[config.mk]
export PLATFORM = sky130hd
export DESIGN_NAME = run_control_flat
export DESIGN_NICKNAME = d
export VERILOG_FILES = /design/src/rtl/run_control_pkg.sv /design/src/rtl/run_control_if.sv /design/src/rtl/run_control_bp_channel.sv /design/src/rtl/run_control.sv /design/src/flat_wrapper.sv
export SDC_FILE = /design/constraint.sdc
export NUM_CORES = 1
export LEC_CHECK = 0
export BUFFER_PORTS_ARGS = -buffer_cell sky130_fd_sc_hd__buf_2
export CAP_MARGIN = 15
export CORE_UTILIZATION = 45
export DETAILED_ROUTE_END_ITERATION = 8
export HOLD_SLACK_MARGIN = 0.03
export PLACE_DENSITY = 0.84
export SETUP_SLACK_MARGIN = 0.1
export SLEW_MARGIN = 20
export SYNTH_ARGS = -nofsm -noshare
export SYNTH_HDL_FRONTEND = slang
export SYNTH_SLANG_ARGS = --single-unit
[constraint.sdc]
create_clock -name clock -period 3.3 [get_ports clock]
set_input_delay 0 -clock clock [delete_from_list [all_inputs] [get_ports clock]]
set_output_delay 0 -clock clock [all_outputs]
set_load 0.03 [all_outputs]
[src/rtl/run_control_pkg.sv]
// Shared types for the run-control block: state encoding and the no-error code.
package runctl_pkg;

  typedef enum logic [2:0] {
    RESET_HOLD = 3'd0,
    RUN        = 3'd1,
    BREAK      = 3'd2,
    HALTED     = 3'd3,
    ERRORED    = 3'd4,
    TIMEOUT    = 3'd5
  } state_t;

  localparam int ERR_NONE = 0;

endpackage

[src/rtl/run_control_if.sv]
// CPU-side and supervision signals of run_control; slave = run_control, master = CPU/bench.
interface run_control_if
  import runctl_pkg::*;
#(
  parameter int OPCODE_W = 7,
  parameter int ERR_W    = 2,
  parameter int ADDR_W   = 16,
  parameter int NUM_BP   = 4,
  parameter int CNT_W    = 64
) ();

  logic [OPCODE_W-1:0]      irOpcode;
  logic [ERR_W-1:0]         error;
  logic [ADDR_W-1:0]        pc;
  logic                     atFetch;
  logic [NUM_BP*ADDR_W-1:0] bpAddr;
  logic [NUM_BP-1:0]        bpEnable;
  logic                     resume;
  logic                     cpuEnable;
  logic [CNT_W-1:0]         tickCount;
  state_t                   state;
  logic [ERR_W-1:0]         errorLatched;
  logic [NUM_BP-1:0]        bpHit;
  logic                     dumpStrobe;

  modport master (
    output irOpcode, error, pc, atFetch, bpAddr, bpEnable, resume,
    input  cpuEnable, tickCount, state, errorLatched, bpHit, dumpStrobe
  );

  modport slave (
    input  irOpcode, error, pc, atFetch, bpAddr, bpEnable, resume,
    output cpuEnable, tickCount, state, errorLatched, bpHit, dumpStrobe
  );

endinterface

[src/rtl/run_control_bp_channel.sv]
// One breakpoint channel: qualified PC compare plus a mask that blocks re-trigger
// at the same fetch until atFetch is seen low.
module bp_channel #(
  parameter int ADDR_W = 16
) (
  input  logic              clock,
  input  logic              notReset,
  input  logic [ADDR_W-1:0] bp_addr,
  input  logic              bp_en,
  input  logic [ADDR_W-1:0] pc,
  input  logic              at_fetch,
  input  logic              set_mask,
  output logic              match
);

  logic mask_q, mask_d;

  always_comb begin
    mask_d = mask_q;
    if (set_mask) begin
      mask_d = 1'b1;
    end else if (!at_fetch) begin
      mask_d = 1'b0;
    end
  end

  always_ff @(posedge clock or negedge notReset) begin
    if (!notReset) begin
      mask_q <= 1'b0;
    end else begin
      mask_q <= mask_d;
    end
  end

  assign match = at_fetch && bp_en && (pc == bp_addr) && !mask_q;

endmodule

[src/rtl/run_control.sv]
// Run-control supervisor: tick counting, CPU clock gating, halt/error/breakpoint stops.
// Optional cycle-limit watchdog enabled by defining RUNCTL_WATCHDOG_EN.
module run_control
  import runctl_pkg::*;
#(
  parameter int                      OPCODE_W    = 7,
  parameter logic [OPCODE_W-1:0]     HALT_OPCODE = OPCODE_W'(7'h7F),
  parameter int                      ERR_W       = 2,
  parameter int                      ADDR_W      = 16,
  parameter int                      NUM_BP      = 4,
  parameter int                      CNT_W       = 64,
  parameter longint unsigned         MAX_CYCLES  = 0
) (
  input logic          clock,
  input logic          notReset,
  run_control_if.slave bus
);

  localparam logic [CNT_W-1:0] WD_LIMIT = CNT_W'(MAX_CYCLES - 1);
`ifdef RUNCTL_WATCHDOG_EN
  localparam bit WD_ON = (MAX_CYCLES != 0);
`else
  localparam bit WD_ON = 1'b0;
`endif

  state_t             state_q, state_d;
  logic [CNT_W-1:0]   tick_q, tick_d;
  logic [ERR_W-1:0]   err_q, err_d;
  logic [NUM_BP-1:0]  bp_hit_q, bp_hit_d;
  logic               dump_q, dump_d;

  logic [NUM_BP-1:0]  bp_match, bp_onehot, set_mask;
  logic               qualified, err_stop, halt_stop, wd_hit;

  for (genvar i = 0; i < NUM_BP; i++) begin : g_bp
    bp_channel #(.ADDR_W(ADDR_W)) u_bp (
      .clock    (clock),
      .notReset (notReset),
      .bp_addr  (bus.bpAddr[i*ADDR_W +: ADDR_W]),
      .bp_en    (bus.bpEnable[i]),
      .pc       (bus.pc),
      .at_fetch (bus.atFetch),
      .set_mask (set_mask[i]),
      .match    (bp_match[i])
    );
  end

  // Isolate the lowest set bit of the match vector.
  assign bp_onehot = bp_match & (~bp_match + NUM_BP'(1));
  assign qualified = (tick_q != '0);
  assign err_stop  = (bus.error != ERR_W'(ERR_NONE));
  assign halt_stop = (bus.irOpcode == HALT_OPCODE);
  assign wd_hit    = WD_ON && (tick_q == WD_LIMIT);

  always_comb begin
    state_d  = state_q;
    tick_d   = tick_q;
    err_d    = err_q;
    bp_hit_d = bp_hit_q;
    dump_d   = 1'b0;
    set_mask = '0;
    case (state_q)
      RESET_HOLD: state_d = RUN;
      RUN: begin
        if (qualified && err_stop) begin
          state_d = ERRORED;
          err_d   = bus.error;
        end else if (qualified && halt_stop) begin
          state_d = HALTED;
          dump_d  = 1'b1;
        end else if (qualified && (bp_match != '0)) begin
          state_d  = BREAK;
          bp_hit_d = bp_onehot;
          set_mask = bp_onehot;
        end else if (qualified && wd_hit) begin
          state_d = TIMEOUT;
        end else if (tick_q != '1) begin
          tick_d = tick_q + CNT_W'(1);
        end
      end
      BREAK: begin
        if (bus.resume) state_d = RUN;
      end
      default: ;
    endcase
  end

  always_ff @(posedge clock or negedge notReset) begin
    if (!notReset) begin
      state_q  <= RESET_HOLD;
      tick_q   <= '0;
      err_q    <= '0;
      bp_hit_q <= '0;
      dump_q   <= 1'b0;
    end else begin
      state_q  <= state_d;
      tick_q   <= tick_d;
      err_q    <= err_d;
      bp_hit_q <= bp_hit_d;
      dump_q   <= dump_d;
    end
  end

  assign bus.cpuEnable    = (state_q == RUN);
  assign bus.tickCount    = tick_q;
  assign bus.state        = state_q;
  assign bus.errorLatched = err_q;
  assign bus.bpHit        = bp_hit_q;
  assign bus.dumpStrobe   = dump_q;

endmodule

[src/flat_wrapper.sv]
// flat-port wrapper written by rule: the top's interface ports become plain ports
module run_control_flat import runctl_pkg::*;
#(
  parameter int                      OPCODE_W    = 7,
  parameter logic [OPCODE_W-1:0]     HALT_OPCODE = OPCODE_W'(7'h7F),
  parameter int                      ERR_W       = 2,
  parameter int                      ADDR_W      = 16,
  parameter int                      NUM_BP      = 4,
  parameter int                      CNT_W       = 64,
  parameter longint unsigned         MAX_CYCLES  = 0
)
  (clock, notReset, bus_irOpcode, bus_error, bus_pc, bus_atFetch, bus_bpAddr, bus_bpEnable, bus_resume, bus_cpuEnable, bus_tickCount, bus_state, bus_errorLatched, bus_bpHit, bus_dumpStrobe);
  run_control_if #(.OPCODE_W(OPCODE_W), .ERR_W(ERR_W), .ADDR_W(ADDR_W), .NUM_BP(NUM_BP), .CNT_W(CNT_W)) bus_i ();
  input logic clock;
  input logic notReset;
  input wire logic [$bits(bus_i.irOpcode)-1:0] bus_irOpcode;
  input wire logic [$bits(bus_i.error)-1:0] bus_error;
  input wire logic [$bits(bus_i.pc)-1:0] bus_pc;
  input wire logic [$bits(bus_i.atFetch)-1:0] bus_atFetch;
  input wire logic [$bits(bus_i.bpAddr)-1:0] bus_bpAddr;
  input wire logic [$bits(bus_i.bpEnable)-1:0] bus_bpEnable;
  input wire logic [$bits(bus_i.resume)-1:0] bus_resume;
  output wire logic [$bits(bus_i.cpuEnable)-1:0] bus_cpuEnable;
  output wire logic [$bits(bus_i.tickCount)-1:0] bus_tickCount;
  output wire logic [$bits(bus_i.state)-1:0] bus_state;
  output wire logic [$bits(bus_i.errorLatched)-1:0] bus_errorLatched;
  output wire logic [$bits(bus_i.bpHit)-1:0] bus_bpHit;
  output wire logic [$bits(bus_i.dumpStrobe)-1:0] bus_dumpStrobe;
  assign bus_i.irOpcode = bus_irOpcode;
  assign bus_i.error = bus_error;
  assign bus_i.pc = bus_pc;
  assign bus_i.atFetch = bus_atFetch;
  assign bus_i.bpAddr = bus_bpAddr;
  assign bus_i.bpEnable = bus_bpEnable;
  assign bus_i.resume = bus_resume;
  assign bus_cpuEnable = bus_i.cpuEnable;
  assign bus_tickCount = bus_i.tickCount;
  assign bus_state = bus_i.state;
  assign bus_errorLatched = bus_i.errorLatched;
  assign bus_bpHit = bus_i.bpHit;
  assign bus_dumpStrobe = bus_i.dumpStrobe;
  run_control #(.OPCODE_W(OPCODE_W), .HALT_OPCODE(HALT_OPCODE), .ERR_W(ERR_W), .ADDR_W(ADDR_W), .NUM_BP(NUM_BP), .CNT_W(CNT_W), .MAX_CYCLES(MAX_CYCLES)) u_core (.clock(clock), .notReset(notReset), .bus(bus_i));
endmodule
Word level (Yosys, flattened, before mapping)
Index checks and enable logic that the tools add are counted.
{"block": "op_classes", "bitwise_logic": 5, "n_addsub": 2, "mux": 17, "reduce_logical": 28, "eq_ne": 14}
{"op": "64-bit by 1-bit adder with 64-bit output, second input constant", "n": 1}
{"op": "16-bit equality test", "n": 4}
{"op": "64-bit inequality test, second input constant", "n": 1}
{"op": "64-bit nonzero test", "n": 1}
{"op": "4-bit 2-to-1 mux", "n": 4}
{"op": "1-bit logical AND", "n": 15}
{"op": "3-bit 2-to-1 mux", "n": 4}
{"op": "3-bit one-hot mux with 3 select lines", "n": 1}
{"op": "1-bit 2-to-1 mux", "n": 8}
{"op": "2-bit by 1-bit inequality test with 1-bit output, second input constant", "n": 4}
{"op": "7-bit equality test, second input constant", "n": 1}
{"op": "5-bit AND reduction", "n": 1}
{"op": "4-bit by 1-bit adder with 4-bit output, second input constant", "n": 1}
{"op": "4-bit AND", "n": 1}
{"op": "1-bit zero test", "n": 4}
{"op": "4-bit by 1-bit inequality test with 1-bit output, second input constant", "n": 1}
{"op": "4-bit NOT", "n": 1}
{"op": "4-bit AND reduction", "n": 1}
{"op": "4-bit nonzero test", "n": 1}
{"op": "3-bit by 1-bit equality test with 1-bit output, second input constant", "n": 1}
{"op": "3-bit by 2-bit equality test with 1-bit output, second input constant", "n": 1}
{"op": "3-bit zero test", "n": 1}
{"op": "1-bit NOT", "n": 3}
{"op": "3-bit AND reduction", "n": 1}
{"op": "other kinds (4)", "n": 4}
{"block": "totals", "ff_bits": 78, "input_bits": 97, "wordCells": 75, "out_inout_bits": 75}

Depth between registers and ports, before layout
Gate-level depths: netlist of run 1.
{"block": "logic_depth", "depth_word": 11, "mapped_depth": 12}

Hierarchy
From an unflattened synthesis of run 1, not the netlist that was laid out.
{"block": "unflattened", "cells_unflattened": 504, "hier_area_um2": 4842.1}
{"module": "run_control", "n_inst": 1, "cells_per_inst": 404, "area_per_inst_um2": 3966.3}
{"module": "bp_channel", "n_inst": 4, "cells_per_inst": 25, "area_per_inst_um2": 219.0}

Worst setup path before layout of run 1
Ideal clock, no wire load.
{"block": "synth_path", "path_kind": "register -> register", "startpoint": "reg u_core.state_q[0], in the netlist u_core.bus.state[0]", "endpoint": "reg u_core.tick_q[51], in the netlist u_core.bus.tickCount[51]", "path_slack_ns": 0.505, "stages_incl_launch_ff": 7, "t_arrival_ns": 2.659, "path_buffers": 1, "t_required_ns": 3.164, "period_less_slack_ns": 2.795, "path_cell_list": "dfrtp_1 > nor3b_1 > nand2_1 > nor4_2 > buf_2 > nand4_1 > xnor2_1"}
{"block": "synth_between", "elab_chain_len": 2}
{"element": "from (decl)", "line": "run_control.sv:26", "text": "state_t state_q, state_d;"}
{"element": "from (signal assigned)", "line": "run_control.sv:96", "text": "state_q <= state_d;"}
{"element": "3-bit by 1-bit equality test with 1-bit output"}
{"element": "via bus_cpuEnable", "line": "flat_wrapper.sv:23", "text": "output wire logic [$bits(bus_i.cpuEnable)-1:0] bus_cpuEnable;"}
{"element": "5-bit AND reduction (no line)"}
{"element": "to (signal assigned)", "line": "run_control.sv:97", "text": "tick_q <= tick_d;"}
{"element": "to (decl)", "line": "run_control.sv:27", "text": "logic [CNT_W-1:0] tick_q, tick_d;"}
The timed path passes the listed nets, and every way through them passes these cells.
A chain may end at the register's enable or synchronous reset.

Worst setup path after layout of run 1
{"block": "layout_path", "startpoint": "reg u_core.tick_q[35], in the netlist u_core.bus.tickCount[35]", "endpoint": "reg u_core.tick_q[38], in the netlist u_core.bus.tickCount[38]"}
{"block": "layout_between", "elab_chain_len": 4, "elab_cells_between_ends": 10, "classes_between": "add/sub (1); eq/ne (1); bitwise (3); reduce/logical (5)"}
{"element": "parallel branches: the longest is 4 deep, another holds 64-bit by 1-bit adder with 64-bit output"}
Parallel ways; which one is timed is not known.

==> results.txt, run 1 <==
----------------------------------------------------
[Status]
  Result of the run ... complete, no violations

[Min path]
  Number of cells on the worst hold path ... 4
  Min-Delay Startpoint ... bus_irOpcode[0]
  End point of the most critical hold path ... u_core.bus.dumpStrobe
  Path category of the worst min-delay check ... primary input to register

[Global route]
  Largest net degree at the start of global routing ... 79
  Total congestion overflow ... 0
  Overall global routing resource usage ... around 27%
  Initial antenna violation count ... 0
  First-pass GRT wire length ... between 20 and 25 mm
  Vias in the first global route ... between 4000 and 5000

[Power and ir drop]
  Worst supply voltage drop on vdd ... between 0.0003 and 0.0004 V
  Power Density ... 432 nW/µm²
  Leakage power ... roughly 2.7 nW

[Timing]
  RSZ-0062 raised after global routing ... false
  Ratio of final minimum period to clock period ... roughly 86%
  Headroom to the max-slew limit ... between 30% and 40%
  Number of setup violations in the final report ... 0
  Pin slew with the least headroom to its limit ... 0.977 ns
  Final total negative setup slack ... 0 ns
  Final worst path period need ... around 2.8 ns
  Final hold violation count ... 0
  Number of slew-limit violations in the final report ... 0
  Layout Skew ... about 0.011 ns
  F_max ... between 300 and 400 MHz

[Synth]
  Sequential area share after synthesis ... between 40% and 50%
  Yosys reg bits ... 78
  Share of the synthesized area in the top cell type ... roughly two fifths
  Synth Flop Type ... dfrtp_1
  Cell accounting for the most synthesized area ... dfrtp_1
  Post-Synthesis Cell Area ... 4790 µm²
  Number of instances in the synthesized netlist ... just over 500
  Leading cell types by total area after synthesis ... dfrtp_1 41%, xor2_1 17%, nor4_1 6.4%, xnor2_1 6.4%, nand4_1 4.4%
  Most common cell in the synthesized netlist ... xor2_1
  Post-synthesis net count ... between 600 and 700
  Number of enable flip-flop cells after synthesis ... 0
  Netlist cell types ... 38
  Commonest cells in the netlist ... 92 x xor2_1, 78 x dfrtp_1, 53 x nand2_1, 49 x nor4_1, 35 x xnor2_1
  Post-Synthesis Mean Instance Area ... between 9 and 10 µm²
  Number of synthesis warnings ... 0
  Share of synthesized registers carrying an async set or reset ... 100%

[Layout]
  Layout Area Growth over Synthesis ... 27.2%
  Proportion of layout cells with a drive suffix above 1 ... between 20% and 30%
  Final non-filler cell total ... between 800 and 900
  Diode count ... 0
  Final #Nets ... 796
  Fill cell instance count of the final layout ... 913

[Routing]
  First-pass iteration count of the detailed router ... 5
  Post-route DRC violation count ... 0
  DR top layer ... met4
  Detailed-route vias per instance ... 5.80
  Aggregate routed wire length ... between 10 and 15 mm
  Mean routed wirelength per cell ... ~18 µm
  M1 wire length ... 5.57 mm
  First-iteration detailed-routing DRC count ... approximately 270
  Routed length on met2 ... 7.58 mm
  Met3 WL ... around 1.3 mm
  Number of nets with antenna violations after routing ... 0
  Count of vias placed by the detailed router ... between 4000 and 5000

[Worst setup path]
  Type of the worst setup path ... register to register
  R2r worst-path depth ... 7
  Destination of the worst register-to-register timing path ... u_core.bus.tickCount[38]
  Worst Setup Start Kind ... register
  Required time at the endpoint of the critical path ... 3.53 ns
  Critical R2R Launch ... u_core.bus.tickCount[35]
  Critical path fanouts, max ... 15
  Crit path capture type ... register
  Worst reg2reg setup slack ... about 0.47 ns
  Worst EP arrival ... ~3.1 ns

[Floorplan]
  Core region area ... roughly 10000 µm²
  Initial core utilization ... between 40% and 50%
  Number of I/O pins ... roughly 170
  Overall die width ... about 110 µm
  Die outline height ... 105 µm
  DIE AREA ... around 11000 µm²
  # rows ... 37

[Flow run]
  Max-cap violations ... 0

[CTS]
  TritonCTS clock tree ... built
  Clock-pin slew reported for the worst setup and hold paths after clock tree synthesis ... 0.08 ns
  Post-CTS Setup Repair Bufs ... 0
  Root Driver ... clkbuf_8
  Clock latency on the worst-skew pair ... roughly 0.35 ns
  Sink Count ... approximately 80
  CTS H-Tree Depth ... 3
  Maximum clock path buffer count ... 2
  Count of cells resized by post-cts repair ... 0
  TritonCTS Buffers ... 9

[Place]
  Routability Congestion ... approximately 0.95
  Number of input and output port buffers inserted ... approximately 170
  Total instance count after detailed placement ... between 800 and 900
  Detailed placer's ending HPWL ... around 12 mm

----------------------------------------------------
## flip-flops by register name (all words and copies together), names as in the netlist
name / cells
u_core.bus.bpHit: 4
u_core.bus.dumpStrobe: 1
u_core.bus.errorLatched: 2
u_core.bus.state: 3
u_core.bus.tickCount: 64
u_core.g_bp.u_bp.mask_q: 4
## through the flow
step / hold slack [ns] / worst slack, ns / cell area, µm² / total power [mW] / utilization (%)
6_report: 0.0617 / 0.470 / 6090 / 2.63 / 59.0
5_1_grt: 0.0351 / 0.161 / 6090 / 2.75 / 59.0
4_1_cts: 0.0398 / 0.509 / 6090 / 2.63 / 59.0
3_5_place_dp: 0.221 / 0.535 / 5810 / 1.82 / 56.3
2_1_floorplan: -0.296 / 0.505 / 4790 / 1.55 / -
3_3_place_gp: 0.199 / 0.605 / 5810 / 1.79 / 56.3
## report_power, final
group / switching, mW / internal [mW] / leakage, nW / total, mW
clock network: 0.376 / 0.428 / 0.106 / 0.804
logic: 0.451 / 0.238 / 1.70 / 0.689
registers: 0.105 / 1.03 / 0.921 / 1.13
## cell usage in the layout (no fill, tap or decap), types with 3 or more instances in the layout
master | Yosys | routed
buf_2 | 5 | 170
xor2_1 | 92 | 92
dfrtp_1 | 78 | 78
nand2_1 | 53 | 53
nor4_1 | 49 | 49
xnor2_1 | 35 | 35
nand4_1 | 34 | 34
nor3_1 | 29 | 29
nand3_1 | 28 | 28
nor2_1 | 28 | 28
and3_1 | 12 | 12
inv_1 | 11 | 11
buf_4 | 0 | 10
clkbuf_8 | 0 | 9
and4_1 | 7 | 7
dlygate4sd3_1 | 0 | 6
or4_1 | 5 | 5
and2_1 | 4 | 4
nor3_2 | 3 | 3
nor4_2 | 3 | 3
o21ai_0 | 3 | 3
nand2b_1 | 3 | 3
## how the worst max path moves through the flow
stage                     cells past startpoint                        to                     start
final                                         7  u_core.bus.tickCount[38]  u_core.bus.tickCount[35]
after global routing                          6  u_core.bus.tickCount[62]   u_core.bus.tickCount[6]
after CTS                                     7  u_core.bus.tickCount[38]  u_core.bus.tickCount[35]
after detailed placement                      7  u_core.bus.tickCount[38]  u_core.bus.tickCount[35]
after global placement                        7  u_core.bus.tickCount[44]  u_core.bus.tickCount[35]
after floorplan                               6  u_core.bus.tickCount[51]       u_core.bus.state[0]
## cell type report
class / instances / area [µm²] / share of cell area (%)
Clock buffer: 9 / 124 / 2.03
Clock inverter: 7 / 97.6 / 1.60
Sequential cell: 78 / 1950 / 32.1
Multi-Input combinational cell: 411 / 2720 / 44.6
Tap cell: 136 / 170 / 2.79
Timing Repair Buffer: 186 / 986 / 16.2
Inverter: 11 / 41.3 / 0.678
## layer usage
metal  vias up  global-route usage, %
met4         0                   14.0
li1       2202                      -
met5         -                      0
met2       294                   48.5
met3        62                   6.11
met1      2299                   31.1
## worst max-delay path, cell delays in order, from the launching register on
cell and delay, ns:
dfrtp_1 0.47, and3_1 0.25, nand3_1 0.21, or4_1 0.57, o311ai_0 0.27, or3_1 0.62, nor2_1 0.16, xor2_1 0.18
## what timing repair did
item	CTS	global route
hold endpoints to repair	88	0
hold buffers	6	0
endpoints found under the setup margin	0	0
## cell families (layout without fill, tap and decap cells)
kind of cell    count (synthesis)  in the layout  synth area share, %
compound gates                 10             10                 1.36
xor+xnor                      127            127                 23.2
fa+ha+maj                       2              2                0.523
buf+inv                        23            213                 2.41
flops                          78             78                 40.8
mux                             1              1                0.235
simple gates                  271            271                 31.5
(Power assumes the default switching activity.)
==> run 2, diff against run 1 <==
--- a/config.mk
+++ b/config.mk
@@ -5,12 +5,12 @@
 export SDC_FILE = /design/constraint.sdc
 export NUM_CORES = 1
 export LEC_CHECK = 0
-export BUFFER_PORTS_ARGS = -buffer_cell sky130_fd_sc_hd__buf_2
 export CAP_MARGIN = 15
 export CORE_UTILIZATION = 45
 export DETAILED_ROUTE_END_ITERATION = 8
+export DONT_BUFFER_PORTS = 1
 export HOLD_SLACK_MARGIN = 0.03
-export PLACE_DENSITY = 0.84
+export PLACE_DENSITY = 0.71
 export SETUP_SLACK_MARGIN = 0.1
 export SLEW_MARGIN = 20
 export SYNTH_ARGS = -nofsm -noshare
==> run 2 against run 1 <==
Critical path depth stayed put. Die area did not move. Count of clock-buffer cells in the layout stayed put. Wire length is 9.5% lower. Flip-flop and latch count unchanged. Register-to-register slack got worse by 0.08 ns. Critical path type unchanged. Critical endpoint is now u_core.bus.tickCount[1].
==> results.txt, run 2 (synthesis results as in run 1) <==
----------------------------------------------------
[Status]
  Result of the run ... complete, no violations

[Layout]
  Fill cell instance count of the final layout ... 942 (+3.2%)
  Footprint of the multi-input gates ... 2730 µm² (+0.23%)
  Final non-filler cell total ... 692 (-17%)
  Most common cell after layout, fill and taps aside ... xor2_1
  Diode count ... 0 (unchanged)
  Proportion of layout cells with a drive suffix above 1 ... 10.3% (-19 points)
  Layout Area Growth over Synthesis ... 13.7%
  Reg area ... 1950 µm² (unchanged)
  Final #Nets ... 651 (-18%)
  Max reg flops ... 64 (unchanged)
  Commonest cells after routing, fill and taps aside ... 92 x xor2_1, 78 x dfrtp_1, 53 x nand2_1

[Worst setup path]
  Worst EP arrival ... 3.15 ns (+0.09 ns)
  Highest cell delay on the worst timing path ... 0.60 ns (-0.02 ns)
  Crit path from ... u_core.bus.tickCount[11]
  Crit path buffers/inverters ... 1 (+1)
  Critical Path, Cell by Cell ... nand2_1 > nor4_1 > nand4_1 > nor3_1 > o31a_1 > buf_12 > mux2_2
  Type of the worst setup path ... register to register
  Required time at the endpoint of the critical path ... 3.54 ns (about the same)
  Critical R2R Launch ... u_core.bus.tickCount[11]
  Largest delay contributor family on the critical path ... simple AND/OR/NAND/NOR gates
  Critical Path Slowest Stage Cell ... nor4_1
  Critical path fanouts, max ... 24 (+9)
  Crit path capture type ... register
  Worst Setup Start Kind ... register

[Power and ir drop]
  Worst supply voltage drop on vdd ... 0.000330 V (+4.7%)
  Part of the total power dissipated in sequential elements ... 48.3% (+5.1 points)
  Gate power share ... 23.3% (-2.9 points)
  Switching share of power ... 34.5% (-0.95 points)
  Total internal power ... 1.59 mW (-6.5%)
  Portion of total power attributed to the clock network ... 28.4% (-2.2 points)
  Leakage power ... 2.15 nW (-21%)
  Power Density ... 445 nW/µm² (+3.1%)
  Power dissipated by switching net loads ... 835 µW (-10%)

[Floorplan]
  Core region area ... 10300 µm² (unchanged)
  # rows ... 37 (unchanged)
  DIE AREA ... 11100 µm² (unchanged)
  Initial core utilization ... 46.4% (unchanged)
  Overall die width ... 105 µm (unchanged)
  Die outline height ... 105 µm (unchanged)
  Number of I/O pins ... 172 (unchanged)

[Place]
  Routability Congestion ... 0.953 (+0.54%)
  Total instance count after detailed placement ... 666 (-18%)
  Detailed placer's ending HPWL ... 10.5 mm (-11%)
  Number of input and output port buffers inserted ... 0 (-100%)

[CTS]
  Sink Count ... 78 (unchanged)
  Post-CTS Setup Repair Bufs ... 0 (unchanged)
  TritonCTS clock tree ... built
  CTS H-Tree Depth ... 3 (unchanged)
  Clock latency on the worst-skew pair ... 0.35 ns (about the same)
  TritonCTS Buffers ... 9 (unchanged)
  Clock-pin slew reported for the worst setup and hold paths after clock tree synthesis ... 0.08 ns (about the same)
  Maximum clock path buffer count ... 2 (unchanged)
  Root Driver ... clkbuf_8

[Routing]
  Number of nets with antenna violations after routing ... 0 (unchanged)
  First-iteration detailed-routing DRC count ... 275 (+1.5%)
  Mean routed wirelength per cell ... 19.6 µm (+9.6%)
  Detailed-route vias per instance ... 6.11 (+5.4%)
  Post-route DRC violation count ... 0 (unchanged)
  Aggregate routed wire length ... 13.6 mm (-9.5%)
  First-pass iteration count of the detailed router ... 7 (+2)
  Count of vias placed by the detailed router ... 4226 (-13%)

[Timing]
  F_max ... 344 MHz (-2.6%)
  Final hold violation count ... 0 (unchanged)
  Ratio of final minimum period to clock period ... 88.1% (+2.3 points)
  Layout Skew ... 0.0103 ns (-0.000601 ns)
  Number of slew-limit violations in the final report ... 0 (unchanged)
  Headroom to the max-slew limit ... 58.6% (+24 points)
  RSZ-0062 raised after global routing ... false
  Final worst path period need ... 2.91 ns (+0.0762 ns)
  Final total negative setup slack ... 0 ns (unchanged)
  Number of setup violations in the final report ... 0 (unchanged)
  Pin slew with the least headroom to its limit ... 0.616 ns (-0.361 ns)

[Global route]
  Largest net degree at the start of global routing ... 79 (unchanged)
  Total congestion overflow ... 0 (unchanged)
  Initial antenna violation count ... 0 (unchanged)
  First-pass GRT wire length ... 21.4 mm (-9.0%)
  Overall global routing resource usage ... 24.8% (-2.6 points)
  Vias in the first global route ... 4160 (-13%)

[Min path]
  Min-Delay Startpoint ... bus_bpEnable[0]
  Path category of the worst min-delay check ... primary input to register

[Flow run]
  Max-cap violations ... 0 (unchanged)

----------------------------------------------------
==> run 2: worst min-delay path, stage by stage <==
cell	delay (ns)
nand2_1	0.06
nor3_1	0.05
nand4_1	0.08
nor4_1	0.06
nand2_1	0.09
nand2_1	0.05
==> run 2: what timing repair did <==
item,4_1_cts,5_1_grt
resized for setup,0,1
hold buffers,11,0
endpoints found under the setup margin,0,10
hold endpoints to repair,88,0
==> run 2: power groups by stage <==
stage | clock network (mW) | logic, mW | registers (mW)
2_1_floorplan | 0 | 0.269 | 1.28
3_3_place_gp | 0 | 0.497 | 1.18
3_5_place_dp | 0 | 0.512 | 1.19
4_1_cts | 0.705 | 0.563 | 1.17
5_1_grt | 0.743 | 0.625 | 1.18
6_report | 0.688 | 0.565 | 1.17
==> run 2: per-layer routing <==
metal / vias to the layer above / part of all wire, % / global-route usage, %
met4: 0 / 2.9 / 9.26
met2: 222 / 48 / 40.6
met3: 44 / 10 / 9.54
met1: 2039 / 39 / 29.6
li1: 1921 / - / -
met5: - / 0 / 0
==> run 2: area by class of cell <==
type                            count  share of cell area (%)
Inverter                           11                   0.759
Clock inverter                      6                    1.17
Multi-Input combinational cell    411                    50.1
Clock buffer                        9                    2.28
Sequential cell                    78                    35.9
Timing Repair Buffer               41                    6.71
Tap cell                          136                    3.13
==> run 2: worst paths after layout <==
kind	endpoint	slack [ns]	cells after the start
worst max-delay path	u_core.bus.tickCount[1]	0.39	7
worst min-delay path	u_core.g_bp[0].u_bp.mask_q	0.07	6
worst max register to register	u_core.bus.tickCount[1]	0.39	7
worst min register to register	u_core.g_bp[3].u_bp.mask_q	0.48	2
max in group asynchronous	u_core.bus.tickCount[39]	2.79	2
min in group asynchronous	u_core.bus.tickCount[6]	0.19	2
==> run 2: stage by stage <==
step | power [mW] | hold slack, ns | setup WS [ns] | util, % | cell area, µm²
finish | 2.42 | 0.0715 | 0.393 | 52.7 | 5440
global route | 2.55 | 0.0921 | 0.132 | 52.7 | 5440
CTS | 2.44 | 0.0627 | 0.327 | 52.6 | 5440
detailed placement | 1.70 | -0.293 | 0.372 | 49.6 | 5120
global placement | 1.68 | -0.293 | 0.492 | 49.6 | 5120
floorplan | 1.55 | -0.296 | 0.505 | - | 4790
